File: config.mk
export PLATFORM = sky130hd
export DESIGN_NAME = hellorld_rx
export DESIGN_NICKNAME = d
export VERILOG_FILES = /design/src/rtl/hellorld_rx_pkg.sv /design/src/rtl/rx_sync.sv /design/src/rtl/hellorld_rx.sv
export SDC_FILE = /design/constraint.sdc
export NUM_CORES = 1
export LEC_CHECK = 0
export BUFFER_PORTS_ARGS = -buffer_cell sky130_fd_sc_hd__buf_2
export CAP_MARGIN = 15
export CORE_UTILIZATION = 63
export DETAILED_ROUTE_END_ITERATION = 8
export GPL_TIMING_DRIVEN = 0
export PLACE_DENSITY_LB_ADDON = 0.3
export SYNTH_ARGS = -nofsm -noshare
export SYNTH_HDL_FRONTEND = slang
export SYNTH_SLANG_ARGS = --single-unit
File: constraint.sdc
create_clock -name clk_i -period 6.13 [get_ports clk_i]
set_input_delay 1.839 -clock clk_i [delete_from_list [all_inputs] [get_ports clk_i]]
set_output_delay 1.839 -clock clk_i [all_outputs]
set_load 0.05 [all_outputs]
File: src/rtl/hellorld_rx_pkg.sv
// Shared definitions for the hellorld serial receiver: FSM encoding and
// divisor constants matching the hellorld transmitter.
package hellorld_rx_pkg;

  typedef enum logic [2:0] {
    S_IDLE      = 3'd0,
    S_START     = 3'd1,
    S_DATA      = 3'd2,
    S_STOP      = 3'd3,
    S_WAIT_IDLE = 3'd4
  } rx_state_t;

  localparam int MIN_DIV  = 4;
  localparam int TILE_DIV = 1040;

endpackage

File: src/rtl/rx_sync.sv
// Two-flop synchronizer for the asynchronous serial line; resets to the
// idle-high level so no spurious start bit is seen after reset.
module rx_sync (
  input  logic clk_i,
  input  logic rst,
  input  logic d_i,
  output logic q_o
);

  logic meta_q;
  logic sync_q;

  always_ff @(posedge clk_i or posedge rst) begin
    if (rst) begin
      meta_q <= 1'b1;
      sync_q <= 1'b1;
    end else begin
      meta_q <= d_i;
      sync_q <= meta_q;
    end
  end

  assign q_o = sync_q;

endmodule

File: src/rtl/hellorld_rx.sv
// 8N1 serial receiver: mid-bit sampling FSM feeding a one-entry output
// register with a valid/ready handshake, plus framing/overrun pulses.
module hellorld_rx
  import hellorld_rx_pkg::*;
#(
  parameter int DIV_W = 16
) (
  input  logic             clk_i,
  input  logic             rst,
  input  logic             rx_i,
  input  logic [DIV_W-1:0] divisor,
  output logic [7:0]       data_o,
  output logic             valid_o,
  input  logic             ready_i,
  output logic             busy_o,
  output logic             frame_err_o,
  output logic             overrun_o
);

  logic rx_s;

  rx_sync u_rx_sync (
    .clk_i (clk_i),
    .rst   (rst),
    .d_i   (rx_i),
    .q_o   (rx_s)
  );

  rx_state_t        state_q, state_d;
  logic [DIV_W-1:0] div_q, div_d;
  logic [DIV_W-1:0] cnt_q, cnt_d;
  logic [2:0]       bit_q, bit_d;
  logic [7:0]       shift_q, shift_d;
  logic [7:0]       data_q, data_d;
  logic             valid_q, valid_d;
  logic             frame_err_q, frame_err_d;
  logic             overrun_q, overrun_d;

  logic [DIV_W-1:0] half_m1;
  logic [DIV_W-1:0] full_m1;

  // Counter restarts at 0 on each sample, so cnt == N-1 marks N cycles elapsed.
  assign half_m1 = (div_q >> 1) - 1'b1;
  assign full_m1 = div_q - 1'b1;

  always_comb begin
    state_d     = state_q;
    div_d       = div_q;
    cnt_d       = cnt_q;
    bit_d       = bit_q;
    shift_d     = shift_q;
    data_d      = data_q;
    valid_d     = valid_q && !ready_i;
    frame_err_d = 1'b0;
    overrun_d   = 1'b0;

    case (state_q)
      S_IDLE: begin
        if (!rx_s) begin
          div_d   = (divisor < DIV_W'(MIN_DIV)) ? DIV_W'(MIN_DIV) : divisor;
          cnt_d   = '0;
          bit_d   = '0;
          state_d = S_START;
        end
      end
      S_START: begin
        if (cnt_q == half_m1) begin
          cnt_d   = '0;
          state_d = rx_s ? S_IDLE : S_DATA;
        end else begin
          cnt_d = cnt_q + 1'b1;
        end
      end
      S_DATA: begin
        if (cnt_q == full_m1) begin
          cnt_d   = '0;
          shift_d = {rx_s, shift_q[7:1]};
          bit_d   = bit_q + 3'd1;
          if (bit_q == 3'd7) begin
            state_d = S_STOP;
          end
        end else begin
          cnt_d = cnt_q + 1'b1;
        end
      end
      S_STOP: begin
        if (cnt_q == full_m1) begin
          cnt_d = '0;
          if (rx_s) begin
            // A byte leaving this cycle frees the register for the new one.
            if (!valid_q || ready_i) begin
              data_d  = shift_q;
              valid_d = 1'b1;
            end else begin
              overrun_d = 1'b1;
            end
            state_d = S_IDLE;
          end else begin
            frame_err_d = 1'b1;
            state_d     = S_WAIT_IDLE;
          end
        end else begin
          cnt_d = cnt_q + 1'b1;
        end
      end
      S_WAIT_IDLE: begin
        if (rx_s) begin
          state_d = S_IDLE;
        end
      end
      default: begin
        state_d = S_IDLE;
      end
    endcase
  end

  always_ff @(posedge clk_i or posedge rst) begin
    if (rst) begin
      state_q     <= S_IDLE;
      div_q       <= '0;
      cnt_q       <= '0;
      bit_q       <= '0;
      shift_q     <= '0;
      data_q      <= 8'h00;
      valid_q     <= 1'b0;
      frame_err_q <= 1'b0;
      overrun_q   <= 1'b0;
    end else begin
      state_q     <= state_d;
      div_q       <= div_d;
      cnt_q       <= cnt_d;
      bit_q       <= bit_d;
      shift_q     <= shift_d;
      data_q      <= data_d;
      valid_q     <= valid_d;
      frame_err_q <= frame_err_d;
      overrun_q   <= overrun_d;
    end
  end

  assign data_o      = data_q;
  assign valid_o     = valid_q;
  assign busy_o      = (state_q != S_IDLE);
  assign frame_err_o = frame_err_q;
  assign overrun_o   = overrun_q;

endmodule
==> results.md <==
- Fin. Hold Viols: 0
- GR peak layer: met2
- Max-slew headroom: a little over two fifths
- Fraction of registers with async set/reset: 100%
- Yosys synthesis warning count: 0
- Static leakage: 1.82 nW
- Clock buffer depth: 2
- Final nets: between 400 and 500
- Seq/Total Area, Yosys: 39.9%
- #FFs+latches synth: 59
- Slew @ Worst Pin: 0.854 ns
- Avg Inst Size Synth: 9.69 sq um
- PwrDens: 412 nW/um^2
- Initial antenna violation count: 0
- Crit-path cells: inv_1, ha_1, nor4b_1, a21oi_1, nor4b_1, o2111ai_2, o31ai_1, o31ai_2, clkbuf_1, a21oi_1, mux2i_1
- GR Layer Usage met1: between 30 and 40%
- 1st-pass router iterations: 5
- Vias in the first global route: 3014
- Mapped cell area: 3700 sq um
- Core area: 5570 sq um
- Crit path max fanout: 10
- Status: finished, final reports clean
- Layout area overhead: 12.6%
- Sw Ratio: 42.3%
- Netlist cell types: 58
- Comb pwr share: 48.4%
- Die area: around 6200 sq um
- Sequential Area: 1480 sq um
- Fill cell count: 390
- Clock Skew: 0.00809 ns
- Max Clk Rate: 0.266 GHz
- Worst-Skew Late Latency: 0.35 ns
- Fin crit share: 61.2%
- Die Y: between 70 and 80 um
- Hpwl dp: 6190 um
- Hold_buf cts: 0
- DRT iter0 DRCs: 235
- CP Capture Type: flip-flop
- CTS tree: built
- GP Congestion: 0.939
- Post-layout min period: 3.75 ns
- Root Buffer Master: clkbuf_8
- I/O Buffers: 31
- Via/cell ratio: 6.11
- First-pass GRT wire length: 13800 um
- CTS Sinks: 59
- Crit Path Class: reg -> reg
- Internal: around 0.99 mW
- Starting Density: 66.4%
- Met2 usage: 48.5%
- Setup violators final: 0
- Inserted Clock Buffers: 9
- Peak supply drop: 0.258 mV
- Total Neg Setup Slack: 0 ns
- GRT Util Overall: between 20 and 30%
- Largest net degree at the start of global routing: 40
- Post-CTS resize count: 0
- Total grt overflow: 0
- CTS clk-pin slew, worst paths: 0.07 ns
- DR WL/cell: 16.8 um
- DRT Wirelength: around 8400 um
- Max incr delay on CP: 0.73 ns
- CP Data Arrival Time: just under 4 ns
- Slowest cell on the critical path: nor4b_1
- Antenna Nets Post-Route: 0
- Post-Syn Instances: 382
- Vias: 3068
- Post-route DRC: 0
- Multi-input logic area: 2050 sq um
- Rows: 27
- I/O pin count: 32
- Sequential power share: 30.5%
- Hold WC Path Type: reg -> reg
- # Max-Cap Violations: 0
- Post-synth EDFFs: 0
- Antenna diodes: 0
- Top_reg_cell synth: dfrtp_1
- RSZ-0062 raised after global routing: no
- Share of cells above drive strength 1: 22.6%
- Worst Path Required: 6.34 ns
- Hold slack: roughly 0.36 ns
- Met3 usage: 4.53%
- CTS H-tree lvls: 3
- Syn nets: ~410
- Sw Pwr: 0.728 mW
- Fin. max-slew vios: 0
- Die Span X: 78.7 um
- Worst Setup Start Kind: flip-flop
- # Post-CTS Setup Buffers: 0
- Clock power share: 21.1%
## final cells by class
cell class              instances  share of cell area (%)
plain buffers                  33                    3.45
clock buffers                   9                    2.97
clock inverters                 7                    1.86
inverters                       8                   0.720
multi-input cells             282                    49.2
flip-flops and latches         59                    35.5
well taps                      72                    2.16
repair buffers                 32                    4.20
## metrics by stage
stage | power, mW | utilization (%) | instance area, sq um | std cells | setup slack, ns
2_1_floorplan | 1.16 | - | 3700 | 382 | 2.84
3_3_place_gp | 1.31 | 70.8 | 3950 | 485 | 2.15
3_5_place_dp | 1.34 | 71.2 | 3970 | 486 | 2.51
4_1_cts | 1.71 | 74.8 | 4170 | 502 | 2.49
5_1_grt | 1.82 | 74.8 | 4170 | 502 | 2.27
6_report | 1.72 | 74.8 | 4170 | 502 | 2.38
## cells in the final DEF (no fill, tap or decap), drive strengths merged, types with 16 or more instances in the layout
cell type,Yosys,routed
nor2,23,23
nand2,31,31
buf,7,39
nor3,16,16
clkbuf,26,35
dfrtp,57,57
nand3,18,18
mux2,30,30
xnor2,29,29
xor2,16,16
## kinds of logic (layout without fill, tap and decap cells)
family | Yosys count | after routing | share of synthesized area (%)
DFF | 59 | 59 | 39.9
muxes | 32 | 32 | 10.5
adders and majority gates | 5 | 5 | 1.69
buffers and inverters | 41 | 89 | 4.70
xor gates and xnor gates | 45 | 45 | 10.6
and+or+nand+nor | 147 | 147 | 21.5
AOI/OAI and AO/OA | 53 | 53 | 11.0
## flip-flops by register name, summed over array words and instances, names as in the netlist
name / flops
cnt_q: 16
div_q: 16
data_o: 8
shift_q: 8
bit_q: 3
state_q: 3
frame_err_o: 1
overrun_o: 1
u_rx_sync.meta_q: 1
u_rx_sync.q_o: 1
valid_o: 1
## Yosys cell counts, types with 2 or more instances
cell,number,share of area [%]
nor2b_1,5,0.84
xor2_1,16,3.8
inv_1,8,0.81
nor2_1,23,2.3
nor4b_1,5,1.2
buf_2,4,0.54
clkbuf_1,26,2.6
o2bb2ai_1,2,0.47
or4_1,3,0.61
ha_1,5,1.7
or3_1,4,0.68
nor3b_1,3,0.61
buf_6,2,0.61
a22o_1,7,1.7
mux2i_1,2,0.54
a21oi_1,10,1.4
nand2_1,31,3.1
a31oi_1,4,0.68
nor3_1,15,2.0
and3_1,7,1.2
nand3b_1,7,1.4
o21ai_0,7,0.95
mux2_4,8,3.2
mux2_2,22,6.7
or3b_2,2,0.47
a21o_1,3,0.61
nand2b_1,2,0.34
dfrtp_1,57,39
nand4_1,3,0.51
xnor2_1,29,6.9
or3_4,2,0.61
dfstp_2,2,1.4
nor4_1,12,2.0
a22oi_1,3,0.61
nand3_1,18,2.4
## power by group through the flow
| stage | Clock [mW] | Sequential, mW | Combinational, mW |
|---|---|---|---|
| 6_report | 0.362 | 0.525 | 0.832 |
| 2_1_floorplan | 0 | 0.513 | 0.651 |
| 3_3_place_gp | 0 | 0.525 | 0.788 |
| 3_5_place_dp | 0 | 0.530 | 0.813 |
| 5_1_grt | 0.381 | 0.534 | 0.901 |
| 4_1_cts | 0.364 | 0.524 | 0.818 |
## worst max-delay path: cells and delay by family, from the launching register on
kind            cells  cell delay, ns
simple gates        2            1.24
compound gates      5            1.15
flops               1            0.46
buf+inv             2            0.40
fa+ha+maj           1            0.29
mux                 1            0.09
## final timing paths
check	start	end	slack [ns]	cells past startpoint
min	u_rx_sync.meta_q	u_rx_sync.q_o	0.36	0
min reg2reg	u_rx_sync.meta_q	u_rx_sync.q_o	0.36	0
max in group asynchronous	rst	u_rx_sync.meta_q	4.01	3
min in group asynchronous	rst	data_o[2]	1.49	2
max	div_q[2]	cnt_q[8]	2.38	11
max reg2reg	div_q[2]	cnt_q[8]	2.38	11
## metal layers
metal / vias up / share of wire (%)
met1: 1499 / 45
li1: 1459 / -
met4: 0 / 2.3
met5: - / 0
met3: 17 / 4.9
met2: 93 / 48
No activity file was read; power rests on OpenSTA's default activity.
